### config.mk
export PLATFORM = sky130hd
export DESIGN_NAME = add8_seq_ctrl
export DESIGN_NICKNAME = d
export VERILOG_FILES = /design/src/rtl/add_seq_pkg.sv /design/src/rtl/fulladder_8.sv /design/src/rtl/add8_seq_ctrl.sv
export SDC_FILE = /design/constraint.sdc
export NUM_CORES = 1
export LEC_CHECK = 0
export CAP_MARGIN = 0
export CORE_ASPECT_RATIO = 0.9
export CORE_MARGIN = 2
export CORE_UTILIZATION = 51
export CTS_CLUSTER_DIAMETER = 200
export DETAILED_ROUTE_END_ITERATION = 8
export GPL_TIMING_DRIVEN = 0
export PLACE_DENSITY = 0.81
export SLEW_MARGIN = 20
export SYNTH_ARGS = -nofsm -noshare
export SYNTH_HDL_FRONTEND = slang
export SYNTH_HIERARCHICAL = 1
export SYNTH_SLANG_ARGS = --single-unit
### constraint.sdc
create_clock -name clk -period 6.54 [get_ports clk]
set_clock_uncertainty 0.05 [all_clocks]
set_input_delay 1.308 -clock clk [delete_from_list [all_inputs] [get_ports clk]]
set_output_delay 1.308 -clock clk [all_outputs]
set_load 0.02 [all_outputs]
### src/rtl/add_seq_pkg.sv
// Shared definitions for the byte-serial add sequencer: FSM states, slice width
// and the slice-index width helper.
package add_seq_pkg;

    localparam int unsigned SLICE_W = 8;

    typedef enum logic [1:0] {
        IDLE = 2'd0,
        RUN  = 2'd1,
        DONE = 2'd2
    } add_state_t;

    // Index width for NBYTES slices; never narrower than one bit.
    function automatic int unsigned idx_width(input int unsigned nbytes);
        return (nbytes <= 1) ? 1 : $clog2(nbytes);
    endfunction

endpackage

### src/rtl/fulladder_8.sv
// Purely combinational 8-bit ripple-carry adder, shared across all byte slices.
module fulladder_8 (
    input  logic [7:0] a,
    input  logic [7:0] b,
    input  logic       cin,
    output logic [7:0] sum,
    output logic       cout
);

    logic [8:0] c;

    always_comb begin
        c    = '0;
        sum  = '0;
        c[0] = cin;
        for (int unsigned i = 0; i < 8; i++) begin
            sum[i]  = a[i] ^ b[i] ^ c[i];
            c[i+1]  = (a[i] & b[i]) | (a[i] & c[i]) | (b[i] & c[i]);
        end
        cout = c[8];
    end

endmodule

### src/rtl/add8_seq_ctrl.sv
// Multi-byte adder that feeds one slice per cycle through a shared fulladder_8,
// LSB first, chaining the carry through carry_q between cycles.
module add8_seq_ctrl
    import add_seq_pkg::*;
#(
    parameter int unsigned NBYTES = 4,
    localparam int unsigned W     = 8 * NBYTES
) (
    input  logic         clk,
    input  logic         rst_n,
    input  logic         in_valid,
    output logic         in_ready,
    input  logic [W-1:0] a,
    input  logic [W-1:0] b,
    input  logic         cin,
    output logic         out_valid,
    input  logic         out_ready,
    output logic [W-1:0] sum,
    output logic         cout,
    output logic         busy
);

    localparam int unsigned IW = idx_width(NBYTES);
    localparam logic [IW-1:0] LAST = IW'(NBYTES - 1);

    add_state_t state, state_nx;

    logic [IW-1:0]      idx;
    logic               carry_q;
    logic [W-1:0]       a_q;
    logic [W-1:0]       b_q;
    logic [SLICE_W-1:0] fa_a;
    logic [SLICE_W-1:0] fa_b;
    logic [SLICE_W-1:0] fa_sum;
    logic               fa_cout;
    logic               accept;
    logic               last;

    assign in_ready = (state == IDLE);
    assign busy     = (state == RUN) || (state == DONE);
    assign accept   = in_valid && in_ready;
    assign last     = (idx == LAST);

    // Slice mux compares idx against constant slice numbers so every part
    // select has a fixed base.
    always_comb begin
        fa_a = '0;
        fa_b = '0;
        for (int unsigned i = 0; i < NBYTES; i++) begin
            if (idx == IW'(i)) begin
                fa_a = a_q[SLICE_W*i +: SLICE_W];
                fa_b = b_q[SLICE_W*i +: SLICE_W];
            end
        end
    end

    fulladder_8 u_fa (
        .a    (fa_a),
        .b    (fa_b),
        .cin  (carry_q),
        .sum  (fa_sum),
        .cout (fa_cout)
    );

    always_ff @(posedge clk or negedge rst_n) begin
        if (!rst_n) begin
            state <= IDLE;
        end else begin
            state <= state_nx;
        end
    end

    always_comb begin
        state_nx = state;
        unique case (state)
            IDLE: if (accept) state_nx = RUN;
            RUN:  if (last) state_nx = DONE;
            DONE: if (out_valid && out_ready) state_nx = IDLE;
            default: state_nx = IDLE;
        endcase
    end

    always_ff @(posedge clk or negedge rst_n) begin
        if (!rst_n) begin
            idx       <= '0;
            carry_q   <= 1'b0;
            a_q       <= '0;
            b_q       <= '0;
            sum       <= '0;
            cout      <= 1'b0;
            out_valid <= 1'b0;
        end else begin
            unique case (state)
                IDLE: begin
                    if (accept) begin
                        a_q     <= a;
                        b_q     <= b;
                        carry_q <= cin;
                        idx     <= '0;
                        sum     <= '0;
                        cout    <= 1'b0;
                    end
                end
                RUN: begin
                    for (int unsigned i = 0; i < NBYTES; i++) begin
                        if (idx == IW'(i)) sum[SLICE_W*i +: SLICE_W] <= fa_sum;
                    end
                    carry_q <= fa_cout;
                    if (last) begin
                        idx       <= '0;
                        cout      <= fa_cout;
                        out_valid <= 1'b1;
                    end else begin
                        idx <= idx + 1'b1;
                    end
                end
                DONE: begin
                    if (out_valid && out_ready) out_valid <= 1'b0;
                end
                default: ;
            endcase
        end
    end

    idx_in_range: assert property (@(posedge clk) disable iff (!rst_n)
        int'(idx) < int'(NBYTES));

endmodule
After elaboration in Yosys (flattened, before gate mapping)
Index checks and enable logic that the tools add are counted.

storage, ports and cells
  bits in registers = 103
  output and inout bits = 36
  word-level logic and storage cells = 123

operators by class
  add/subtract/negate cells = 1
  equality and inequality tests = 11
  muxes and demuxes = 29
  bitwise operators = 56
  reduce and logical (&&, ||, !) cells = 15

operators by type and width
  cell                                                                      number
  8-bit two-way mux                                                         12
  32-bit case mux with 2 select lines                                       1
  32-bit two-way mux                                                        1
  1-bit AND                                                                 24
  3-bit AND reduction                                                       6
  1-bit OR                                                                  16
  1-bit XOR                                                                 16
  2-bit two-way mux                                                         5
  2-bit by 1-bit inequality test with 1-bit output (second input constant)  5
  2-bit == test (second input constant)                                     3
  1-bit case mux with 2 select lines                                        3
  2-bit case mux with 3 select lines                                        1
  1-bit two-way mux                                                         5
  2-bit by 1-bit == test with 1-bit output (second input constant)          2
  2-bit logical NOT                                                         2
  2-bit case mux with 2 select lines                                        1
  2-bit AND reduction                                                       2
  2-bit nonzero test                                                        2
  2-bit by 1-bit adder with 2-bit output (second input constant)            1
  1-bit logical AND                                                         2
  2-bit inequality test (second input constant)                             1
  1-bit logical OR                                                          1

Depth between registers and ports, before layout
Gate-level depths: netlist (run 1).

  depth in word-level cells = 31
  mapped depth = 21
  mapped depth without buffers = 19

Modules after synthesis
Netlist (run 1), hierarchy kept.

modules (own cells, without submodules)
  module         instances  cells each  area an instance (um^2)  sequential area each (um^2)
  add8_seq_ctrl  1          337         4,576.9                  2,577.5
  fulladder_8    1          18          197.7                    0.0

Least setup slack after synthesis (run 1)
Ideal clock, no wire load.

  path kind = register -> register
  start = reg idx[0]
  end = reg sum[15]
  data arrival time = 4,690 ps
  data required time = 6,425 ps
  path slack = 1,735 ps
  stages on the path, launching flop included = 22
  path buffers = 2
  period minus slack after synthesis = 4,805 ps
  path through = dfrtp_1 inv_1 ha_1 buf_2 clkinv_1 clkbuf_1 nor2_1 o31ai_1 inv_1 fa_1 inv_1 fa_1 fa_1 fa_1 fa_1 fa_1 fa_1 inv_1 fa_1 inv_1 and2_1 mux2_2

on the way
  cells in the longest elaborated chain, start to end = 29
  elaborated cells on any way between the ends = 53
  those cells by class = eq/ne: 4; mux: 10; bitwise: 37; reduce/logical: 2

RTL lines
  what                                   RTL line              text
  from (decl)                            add8_seq_ctrl.sv:28   logic [IW-1:0] idx;
  from (signal assigned)                 add8_seq_ctrl.sv:114  idx <= idx + 1'b1;
  2-bit logical NOT                      add8_seq_ctrl.sv:50   if (idx == IW'(i)) begin
  8-bit two-way mux (3 in series)        add8_seq_ctrl.sv:50
  8-bit two-way mux *                    add8_seq_ctrl.sv:50
  net fa_a[0]                            add8_seq_ctrl.sv:32   logic [SLICE_W-1:0] fa_a;
  1-bit AND                              fulladder_8.sv:18     c[i+1] = (a[i] & b[i]) | (a[i] & c[i]) | (b[i] & c[i]);
  1-bit OR * (2 in series)               fulladder_8.sv:18
  1-bit AND                              fulladder_8.sv:18
  1-bit OR                               fulladder_8.sv:18
  [12 not listed]                        --
  1-bit OR *                             fulladder_8.sv:18
  1-bit AND                              fulladder_8.sv:18
  1-bit OR                               fulladder_8.sv:18
  1-bit OR *                             fulladder_8.sv:18
  1-bit XOR *                            fulladder_8.sv:17     sum[i] = a[i] ^ b[i] ^ c[i];
  net fa_sum[7]                          add8_seq_ctrl.sv:34   logic [SLICE_W-1:0] fa_sum;
  8-bit two-way mux *                    add8_seq_ctrl.sv:106  if (idx == IW'(i)) sum[SLICE_W*i +: SLICE_W] <= fa_sum;
  32-bit case mux with 2 select lines *  add8_seq_ctrl.sv:93   unique case (state)
  to (signal, indexed assignment)        add8_seq_ctrl.sv:106
  to (decl)                              add8_seq_ctrl.sv:18   output logic [W-1:0] sum,

Mark *: on every way through the listed nets, which the timed path passes. The rest lies on a longest branch. The select of a mux whose other input is x is not followed.
A chain may end at the register's enable or synchronous reset.

Worst setup path after layout (run 1)
  start = reg idx[0]
  end = reg sum[7]

The elaborated chain is that of the path after synthesis.

==> run summary, run 1 <==
The share of total power dissipated in combinational logic is 51.5%. TritonCTS built the clock tree. The worst hold path belongs to the class reg -> reg. For this run, the slowest stage of the critical path takes 0.43 ns. The cell family contributing the most delay on the critical path is adder cells. In this run the cell area of the synthesized design comes to 4775 um^2.

At the worst endpoint, the required time is 6.79 ns. The critical path's most frequent cell was fa_1. The tools report the internal power contribution as 1.889 mW. The number of clock buffers added by TritonCTS is 9.

Setup repair after global routing left no endpoint under its margin. For this run, the post-layout net count is 556. Sum of routed wire length over all layers: 10,580 um. In the synthesized netlist the dominant register cell turns out to be dfrtp_1. The synthesized flop and latch total works out to 103. By area the synthesized netlist is led by dfrtp_1, mux2_2, fa_1.

The worst setup path is captured at a flop. The total nets after synthesis was 440; the chip height was 95.79 um. The portion of the clock cycle consumed by the worst path in the final layout is 84.49%, and the post-synthesis sequential area ratio is 53.98%. The tools report the row count as 33. The floorplan step defined a core boundary enclosing 9125 um^2. The die span in x was 106.0 um. The total clock sinks came out at 103. The later pin in the worst-skew pair is clocked with a latency of 0.36 ns.

The number of antenna violations at the first check in global routing was 0. Most frequent cell after synthesis: dfrtp_1. The final critical-path required period came out at 5.525 ns. Once the clock tree was built, the resizer swapped 0 gates to a different size. Yosys printed 6 warnings. The slew at the pin closest to its max-slew limit is 0.5434 ns, and the number of max-cap violations is 0.

The net load switching power is 1.142 mW. The worst setup path is launched from a flop. In this run the number of H-tree levels came out at 3. The initial standard-cell utilization of the core was 52.32%; the number of flops mapped to enable cells by yosys was 0. Ranked by instance count, the synthesized netlist is headed by dfrtp_1, mux2_2, inv_1, nand2_1, nor2_1.

The run gives 0 as the final setup violation count. Walking the worst path, the cells encountered are inv_1 > ha_1 > buf_2 > clkinv_1 > clkbuf_1 > nor2_1 > o31ai_1 > inv_1 > fa_1 > inv_1 > fa_1 > fa_1 > fa_1 > fa_1 > fa_1 > fa_1 > inv_1 > fa_1 > inv_1 > and2_1 > mux2_2. The tools report the placed wire-length estimate as 8054 um.

For the number of global-route vias before repair, the log shows 3,330. For flop-to-flop paths, the worst setup slack is 1.01 ns. The repair_antennas step left the layout with diodes totalling 0. Clock-pin slew was measured on the worst setup and hold paths at 0.09 ns. After detailed routing, the average wire length per cell comes to 17.70 um.

Entering global routing, the biggest net connects 54 pins. In the synthesized netlist the async set-or-reset flop fraction comes to 100.0%. The post-route worst hold slack was 0.4630 ns; the global-route wire length before repair was 17,020 um.

The overall fraction of global-route tracks in use came out at 21.85%. After routing the design area is 6203 um^2. The run finished with clean final reports. Together, buffers and inverters on the worst path number 8. The largest area contributor in the netlist is dfrtp_1. The analysis attributes to cell leakage a power of 2.680 nW. The final count of hold timing violations was 0; the via density per instance was 5.428. Clock tree synthesis selected as its root buffer the cell clkbuf_8. For this run, design rule violations remaining after detail routing come to 0. Of the post-synthesis cell area, the dominant cell type holds 53.98%. For the arrival time at the worst endpoint, the log shows 5.77 ns. The floorplan step defined a die boundary enclosing 10,150 um^2.

For the distinct cell type count of the synthesized netlist, the log shows 36. The tools report the number of routed nets with antenna violations as 0. Once placement finished, the instance area stood at 5997 um^2. The tools report the maximum ir drop on the vdd rail as 215.9 uV. The final max-slew violation count was 0. Adding up every negative setup slack in the final design gives 0 ns. For the remaining global-route overflow, the log shows 0. Input and output buffers added on the ports amount to 104. The congestion estimate from routability-driven global placement came to 0.8143. The run gives 3,246 as the count of vias placed by the detailed router.

The highest-delay cell along the critical path is dfrtp_1. The area growth from synthesis to layout is 29.93%. The run gives 2 as the maximum buffer depth of the clock tree.

Static timing analysis puts the maximum clock frequency at 181.0 MHz. The clock network is responsible for 13.4% of the overall power. Once the clock tree was built, the setup fixing pass inserted 0 buffers. The highest net fanout along the worst path works out to 10. Net switching is 37.68% of the power. After clock tree synthesis, the flow added hold-fix buffers numbering 0. The category of the most critical setup path is reg -> reg. Of the total power, registers draw 35.1%. For this design the top-level I/O count stands at 105. The pre-antenna-repair detailed-routing pass consisted of 4 iterations. In this run the mean area of a mapped cell was 13.45 um^2. The post-route netlist has 27.94% of its cells at a drive strength greater than 1. In this run the tightest slew margin relative to its limit is 63.77%.

After the first detailed-routing iteration, the DRC count stood at 148. Synthesis produced 355 cells. The power density over the cells came out at 488.5 nW/um^2.
[worst paths after layout]
kind	end	cells past startpoint	from
setup / recovery	sum[7]	21	idx[0]
hold / removal	sum[30]	1	sum[30]
setup reg to reg	sum[7]	21	idx[0]
hold reg to reg	sum[30]	1	sum[30]
max in group asynchronous	a_q[11]	2	rst_n
min in group asynchronous	sum[1]	1	rst_n
[stage by stage]
stage	util (%)	setup slack (ns)	power, mW	std cells
after CTS	67.98	1.071	3.033	598
after detailed placement	65.72	1.105	2.628	582
after floorplan	-	1.735	2.103	355
final	67.98	1.015	3.031	598
after global placement	65.41	0.3762	2.557	581
after global routing	67.98	0.7411	3.229	598
[layout make-up]
type,count,area (um^2)
fill,688,2922
sequential,103,2577
multi-input combinational,214,2027
timing repair buffer,105,1070
tap,122,152.6
clock buffer,11,141.4
buffer,19,98.84
inverter,19,71.32
clock inverter,5,65.06
[per-layer routing]
metal  vias up  wire length (um)  global-route usage (%)
li1       1490                 -                       -
met5         -                 0                       0
met2        97              5328                   36.83
met4         0               172                   7.566
met1      1644              4652                   29.47
met3        15               428                   3.182
[cell families (layout without fill, tap and decap cells)]
logic type / count (synthesis) / in the layout / synth area share (%)
simple gates: 54 / 54 / 5.451
buf+inv: 38 / 159 / 3.564
flops: 103 / 103 / 53.98
compound gates: 45 / 45 / 7.993
fa+ha+maj: 16 / 16 / 5.451
mux: 99 / 99 / 23.56
[power groups by stage]
stage	clock network (mW)	logic [mW]	registers, mW
finish	0.407	1.56	1.06
global route	0.442	1.70	1.09
CTS	0.416	1.55	1.06
detailed placement	0	1.55	1.08
global placement	0	1.50	1.06
floorplan	0	1.02	1.08
[state kept, by name, indices dropped and copies added (netlist names)]
| name | count |
|---|---|
| carry_q | 1 |
| state | 2 |
| out_valid | 1 |
| a_q | 32 |
| sum | 32 |
| cout | 1 |
| idx | 2 |
| b_q | 32 |
[cells in the final DEF, fill, tap and decap left out, drive strengths merged, types with 3 or more instances in the layout]
cell type and instances:
fa 8, nor2 17, dfrtp 103, and2 8, o31ai 15, inv 19, nor2b 3, a21oi 6
mux2 97, clkdlybuf4s50 103, nand2 19, buf 16, clkinv 4, clkbuf 16, ha 8, a221oi 15
No activity file was read; power rests on OpenSTA's default activity.
==> run 2, diff against run 1 <==
--- a/config.mk
+++ b/config.mk
@@ -8,11 +8,11 @@
 export CAP_MARGIN = 0
 export CORE_ASPECT_RATIO = 0.9
 export CORE_MARGIN = 2
-export CORE_UTILIZATION = 51
+export CORE_UTILIZATION = 46
 export CTS_CLUSTER_DIAMETER = 200
 export DETAILED_ROUTE_END_ITERATION = 8
 export GPL_TIMING_DRIVEN = 0
-export PLACE_DENSITY = 0.81
+export PLACE_DENSITY = 0.78
 export SLEW_MARGIN = 20
 export SYNTH_ARGS = -nofsm -noshare
 export SYNTH_HDL_FRONTEND = slang
==> constraint.sdc (replaced) <==
create_clock -name clk -period 4.5 [get_ports clk]
set_clock_uncertainty 0.05 [all_clocks]
set_input_delay 0.9 -clock clk [delete_from_list [all_inputs] [get_ports clk]]
set_output_delay 0.9 -clock clk [all_outputs]
set_load 0.02 [all_outputs]
==> run summary, run 2 (synthesis gave the netlist of run 1 again) <==
The layout cell share with drive strength beyond 1 was 34.10% (+6.2 points); the count of vias placed by the detailed router was 3,294 (+1.5%). The path class of the tightest hold or removal check is in -> async. The worst-case setup margin in the final layout is -0.2148 ns (-1.229 ns).

The layout overhead on the synthesized area is 36.45%. The logs give 4.73 ns (-2.06 ns) for the endpoint required time on the critical path and 351.9 uV (+63%) for the maximum ir drop on the vdd rail. The tools report the headroom to the max-slew limit as 65.78% (+2.0 points). The final reports fail on negative setup slack. In the layout the commonest cells are clkdlybuf4s50_1, dfrtp_1, mux2_2, nand2_1, nor2_1. The critical path's largest stage delay is 0.44 ns (about the same), and the number of antenna violations at the first check in global routing is 0 (unchanged). Final-stage net count: 561 (+0.90%). Most common library cell in the layout ignoring fill and taps: clkdlybuf4s50_1.

The antenna cell count was 0 (unchanged); the overall fraction of global-route tracks in use was 21.25% (-0.60 points). The run gives 2.798 nW (+4.4%) as the static power due to leakage. The row count came out at 35 (+6.1%). The worst setup path is launched from a flop. Count of pins on the block boundary: 105 (unchanged). The cell at the root of the clock tree is clkbuf_16.

The largest registers in the layout are a_q x32, b_q x32, sum x32. The signal on the critical path passes through inv_2 > ha_4 > nor2b_4 > buf_6 > a221oi_4 > o31ai_2 > inv_1 > fa_2 > inv_2 > fa_2 > fa_2 > fa_2 > fa_2 > fa_2 > fa_2 > inv_2 > fa_1 > inv_1 > and2_4 > mux2_4. The portion of the clock cycle consumed by the worst path in the final layout works out to 104.8% (+20 points). Sum of routed wire length over all layers: 11,370 um (+7.4%). Counting stages on the worst path, the most repeated cell is fa_2.

The flow ran to the end, but the final reports show violations. The sum of internal, switching and leakage power came out at 4.892 mW (+61%). The number of max-cap violations was 0 (unchanged). The via density per instance is 5.400 (-0.52%). For the final setup violation count, the log shows 9 (+9).

The number of levels in the clock H-tree was 3 (unchanged); the number of detailed-routing iterations run before antenna repair was 4 (unchanged). The chip height came out at 100.7 um (+5.1%). Number of CTS-inserted buffers: 9 (unchanged). TritonCTS built the clock tree.

The highest net fanout along the worst path is 5 (-5), and the remaining design rule violation count is 0 (unchanged). The arrival time at the worst endpoint was 4.95 ns (-0.82 ns); the pin count of the biggest net entering global routing was 73 (+35%). The highest-delay cell along the critical path is dfrtp_2. For the global-route wire length before repair, the log shows 18,650 um (+9.6%).

Category of the most critical setup path: reg -> reg. The clock network latency to the later pin of the worst-skew pair is 0.34 ns (-0.02 ns), and the power density over the cells is 750.8 nW/um^2 (+54%). The logs give -0.4764 ns (-1.582 ns) for the worst slack at placement and 0.8088 (-0.68%) for the last weighted congestion value of the routability-driven placer. The tools report the number of design-rule violations left by the first detailed-router iteration as 197 (+33%). The run gives 0 (unchanged) as the remaining global-route overflow. Critical path endpoint category: a flop. Placed wire-length estimate: 8282 um (+2.8%). Setup repair after global routing could not meet its margin everywhere. The final count of hold timing violations is 0 (unchanged). For the number of global-route vias before repair, the log shows 3,624 (+8.8%). The maximum buffer depth of the clock tree was 2 (unchanged).

For the total clock sinks, the log shows 103 (unchanged). The die span in x was 111.4 um (+5.1%); the number of routed nets with antenna violations was 0 (unchanged). The clock-pin slew on the worst setup and hold paths is 0.07 ns (-0.02 ns). The final critical-path required period is 4.715 ns (-0.8105 ns), and the floorplan core area is 10,160 um^2 (+11%). Broken down by cell family, the worst path's largest delay share belongs to adder cells.

The initial standard-cell utilization of the core came out at 47.00% (-5.3 points). The cts-stage hold buffer count is 0 (unchanged). The total buffers and inverters traversed by the critical path is 6 (-2), and the count of input and output buffers is 104 (unchanged). The slew at the pin closest to its max-slew limit is 0.5089 ns (-0.03450 ns). The achievable clock frequency came out at 212.1 MHz (+17%). The final routed wire length divided by cell count is 18.63 um (+5.3%), and the die outline area is 11,210 um^2 (+10%). The tools report the final max-slew violation count as 0 (unchanged).
-- run 2: cell count changes in the layout (fill, tap and decap cells not counted), sizes merged --
cell      previous run  this run
buf                 16        23
clkbuf              16        14
clkinv               4         3
clkinvlp             0         1
-- run 2: repair_timing --
action                                  4_1_cts  5_1_grt
buffers inserted                              5        1
endpoints found under the setup margin       10       10
resized for setup                            27        7
pin swaps                                     2        1
-- run 2: through the flow --
step	instances	hold WS, ns	instance area, um^2	setup TNS (ns)	util, %
after floorplan	355	0.4294	4820	0	-
after CTS	610	0.3941	6497	-0.9601	63.95
after global routing	610	0.4089	6515	-2.470	64.13
after detailed placement	589	0.4423	6051	-3.140	59.56
final	610	0.3872	6515	-1.051	64.13
after global placement	588	0.4375	6022	-132.93	59.27
-- run 2: final cells by class --
class,instances,area (um^2)
plain buffers,18,138.9
clock buffers,11,242.7
clock inverters,5,56.30
fillers,776,3645
inverters,19,83.83
multi-input cells,214,2122
flip-flops and latches,103,2579
well taps,129,161.4
repair buffers,111,1131
-- run 2: path summary, 6_finish.rpt --
kind | end | depth (start not counted) | startpoint | slack, ns
setup / recovery | sum[31] | 20 | idx[0] | -0.21
hold / removal | a_q[25] | 1 | rst_n | 0.39
setup reg to reg | sum[31] | 20 | idx[0] | -0.21
hold reg to reg | sum[3] | 1 | sum[3] | 0.46
max in group asynchronous | idx[0] | 2 | rst_n | 3.37
min in group clk | sum[3] | 1 | sum[3] | 0.46
-- run 2: power breakdown --
| part | internal [mW] | leakage [nW] | total, mW | switching [mW] |
|---|---|---|---|---|
| clock network | 0.447 | 0.146 | 0.785 | 0.338 |
| logic | 1.32 | 1.38 | 2.54 | 1.23 |
| registers | 1.33 | 1.27 | 1.56 | 0.237 |
| total | 3.09 | 2.80 | 4.89 | 1.80 |
-- run 2: metal layers --
metal | global-route usage (%) | vias up | routed length [um]
met1 | 27.00 | 1680 | 4897
met3 | 3.488 | 12 | 584
met4 | 7.597 | 0 | 152
met5 | 0 | - | 0
li1 | - | 1505 | -
met2 | 37.29 | 97 | 5730
==> run 3, diff against run 2 <==
--- a/config.mk
+++ b/config.mk
@@ -8,11 +8,13 @@
 export CAP_MARGIN = 0
 export CORE_ASPECT_RATIO = 0.9
 export CORE_MARGIN = 2
-export CORE_UTILIZATION = 46
+export CORE_UTILIZATION = 52
 export CTS_CLUSTER_DIAMETER = 200
 export DETAILED_ROUTE_END_ITERATION = 8
+export DONT_BUFFER_PORTS = 1
 export GPL_TIMING_DRIVEN = 0
-export PLACE_DENSITY = 0.78
+export PLACE_DENSITY = 0.71
+export SKIP_CTS_REPAIR_TIMING = 1
 export SLEW_MARGIN = 20
 export SYNTH_ARGS = -nofsm -noshare
 export SYNTH_HDL_FRONTEND = slang
==> run summary, run 3 (synthesis gave the netlist of run 1 again) <==
The flow ran to the end, but the final reports show violations. The final reports fail on negative setup slack. The wire length on met1 was 4265 um (-13%); the layout cell share with drive strength beyond 1 was 43.24% (+9.1 points).

The most common library cell in the layout ignoring fill and taps is dfrtp_1. For the final-stage net count, the log shows 457 (-19%). The run gives 0 (unchanged) as the number of max-cap violations. The tools report the floorplan core area as 9001 um^2 (-11%). The library cells used most frequently in the layout, excluding fill and tap cells, are dfrtp_1, mux2_2, nand2_1, nor2_1. The logs give 33 (-5.7%) for the row count and 9 (unchanged) for the final setup violation count. The clock-pin slew on the worst setup and hold paths is 0.10 ns (+0.03 ns), and the static power due to leakage is 2.332 nW (-17%). The tools report the aggregate negative setup slack as -1.826 ns (-0.7750 ns). Count of pins on the block boundary: 105 (unchanged).

Critical path endpoint category: a flop. TritonCTS built the clock tree. The slew at the pin closest to its max-slew limit was 0.5365 ns (+0.02763 ns).

The final critical-path required period came out at 4.802 ns (+0.08755 ns). For this design, the slowest cell found on the critical path is dfrtp_1. The largest registers in the layout are a_q x32, b_q x32, sum x32. The number of routed nets with antenna violations came out at 0 (unchanged).

The final cell count without fillers was 499 (-18%). The run gives 121 (-39%) as the number of design-rule violations left by the first detailed-router iteration. The global-route wire length before repair is 15,630 um (-16%), and the number of CTS-inserted buffers is 9 (unchanged).

Number of cells on the worst reg-to-reg path: 21 (+5.0%). The number of levels in the clock H-tree is 3 (unchanged), and the number of antenna violations at the first check in global routing is 1 (+1). The die span in x was 105.0 um (-5.7%); the layout overhead on the synthesized area was 11.14%.

The achievable clock frequency was 208.2 MHz (-1.8%); the final count of hold timing violations was 0 (unchanged). The final max-slew violation count was 0 (unchanged); the portion of the clock cycle consumed by the worst path in the final layout was 106.7% (+1.9 points). The setup path with the least slack is of type reg -> reg. The headroom to the max-slew limit is 63.93% (-1.9 points), and the number of detailed-routing iterations run before antenna repair is 4 (unchanged). The arrival time at the worst endpoint is 5.06 ns (+0.11 ns), and the maximum ir drop on the vdd rail is 416.7 uV (+18%). The placed wire-length estimate is 7381 um (-11%), and the initial standard-cell utilization of the core is 53.04% (+6.0 points). For the routed wire length on met2, the log shows 5048 um (-12%). Setup repair after global routing could not meet its margin everywhere.

STA classifies the critical path startpoint as a flop. The tools report the clock network latency to the later pin of the worst-skew pair as 0.36 ns (+0.02 ns). The power density over the cells works out to 818.1 nW/um^2 (+9.0%). The cell that appears most often on the critical path is fa_2. The highest net fanout along the worst path was 5 (unchanged). Count of vias placed by the detailed router: 2,865 (-13%). The chip height was 94.91 um (-5.7%). The die outline area is 9966 um^2 (-11%), and the critical path's largest stage delay is 0.43 ns (about the same). The tools report the endpoint required time on the critical path as 4.76 ns (+0.03 ns). Walking the worst path, the cells encountered are inv_2 > ha_4 > buf_6 > nor2b_4 > buf_6 > a221oi_4 > o31ai_2 > inv_1 > fa_2 > inv_2 > fa_2 > fa_2 > fa_2 > fa_2 > fa_2 > fa_2 > inv_2 > fa_1 > inv_1 > and2_4 > mux2_2. The maximum buffer depth of the clock tree was 2 (unchanged); the remaining design rule violation count was 0 (unchanged). For the remaining global-route overflow, the log shows 0 (unchanged). Worst hold path class: in -> async. The last weighted congestion value of the routability-driven placer is 0.7631 (-5.7%), and the overall fraction of global-route tracks in use is 20.94% (-0.31 points). The met3 wire length is 841 um (+44%), and the final routed wire length divided by cell count is 20.53 um (+10%).

The worst-case setup margin in the final layout came out at -0.3024 ns (-0.08755 ns). After detailed routing, no signal wire sits above met4. The tools report the number of global-route vias before repair as 2,907 (-20%). For the antenna cell count, the log shows 0 (unchanged). The count of placed standard cells including taps is 477 (-19%), and the count of input and output buffers is 0 (-100%). The root buffer cell chosen for the clock tree is clkbuf_8. The sum of routed wire length over all layers is 10,240 um (-9.9%), and the pin count of the biggest net entering global routing is 104 (+42%). The via density per instance came out at 5.741 (+6.3%).

The tools report the total clock sinks as 103 (unchanged).
[run 3: cell count changes in the layout (fill, tap and decap cells not counted), sizes merged]
cell	delta
clkdlybuf4s50	-103
buf	-2
inv	+2
bufinv	-1
clkinv	+1
clkinvlp	-1
[run 3: path summary, 6_finish.rpt]
check	start	end	slack [ns]
max	idx[1]	sum[7]	-0.30
min	rst_n	sum[1]	0.18
max reg2reg	idx[1]	sum[7]	-0.30
min reg2reg	b_q[24]	b_q[24]	0.47
max in group asynchronous	rst_n	b_q[5]	4.09
min in group clk	b_q[24]	b_q[24]	0.47
[run 3: worst max-delay path, delay by kind of cell (launching register included)]
| family | cells | cell delay, ns |
|---|---|---|
| compound gates | 2 | 0.36 |
| flops | 1 | 0.43 |
| buf+inv | 7 | 0.65 |
| fa+ha+maj | 9 | 2.88 |
| mux | 1 | 0.14 |
| simple gates | 2 | 0.23 |
[run 3: through the flow]
stage,hold WS (ns),utilization (%),setup WS [ns],power [mW],instance area [um^2]
after CTS,0.1498,57.34,-0.4782,4.208,5161
after detailed placement,0.4438,55.24,-0.4463,3.650,4972
after global routing,0.1333,58.95,-0.4309,4.673,5306
after floorplan,0.4294,-,0.004874,3.107,4820
final,0.1766,58.95,-0.3024,4.341,5306
after global placement,0.4374,55.24,-0.3829,3.567,4972
[run 3: area by class of cell]
cell class / instances / area (um^2)
Sequential cell: 103 / 2579
Timing Repair Buffer: 6 / 57.56
Buffer: 19 / 132.6
Inverter: 19 / 76.32
Clock buffer: 10 / 137.6
Clock inverter: 6 / 51.30
Tap cell: 122 / 152.6
Multi-Input combinational cell: 214 / 2120
Fill cell: 783 / 3695
[run 3: where the power goes]
part / switching, mW / total (mW) / internal [mW] / leakage, nW
combinational: 1.06 / 2.15 / 1.09 / 0.963
clock: 0.321 / 0.546 / 0.225 / 0.0992
sequential: 0.324 / 1.65 / 1.32 / 1.27
total: 1.70 / 4.34 / 2.64 / 2.33
[run 3: metal layers]
metal,up-vias,GRT usage (%)
met4,0,5.000
met3,11,8.420
li1,1289,-
met1,1474,25.86
met5,-,0
met2,91,34.85
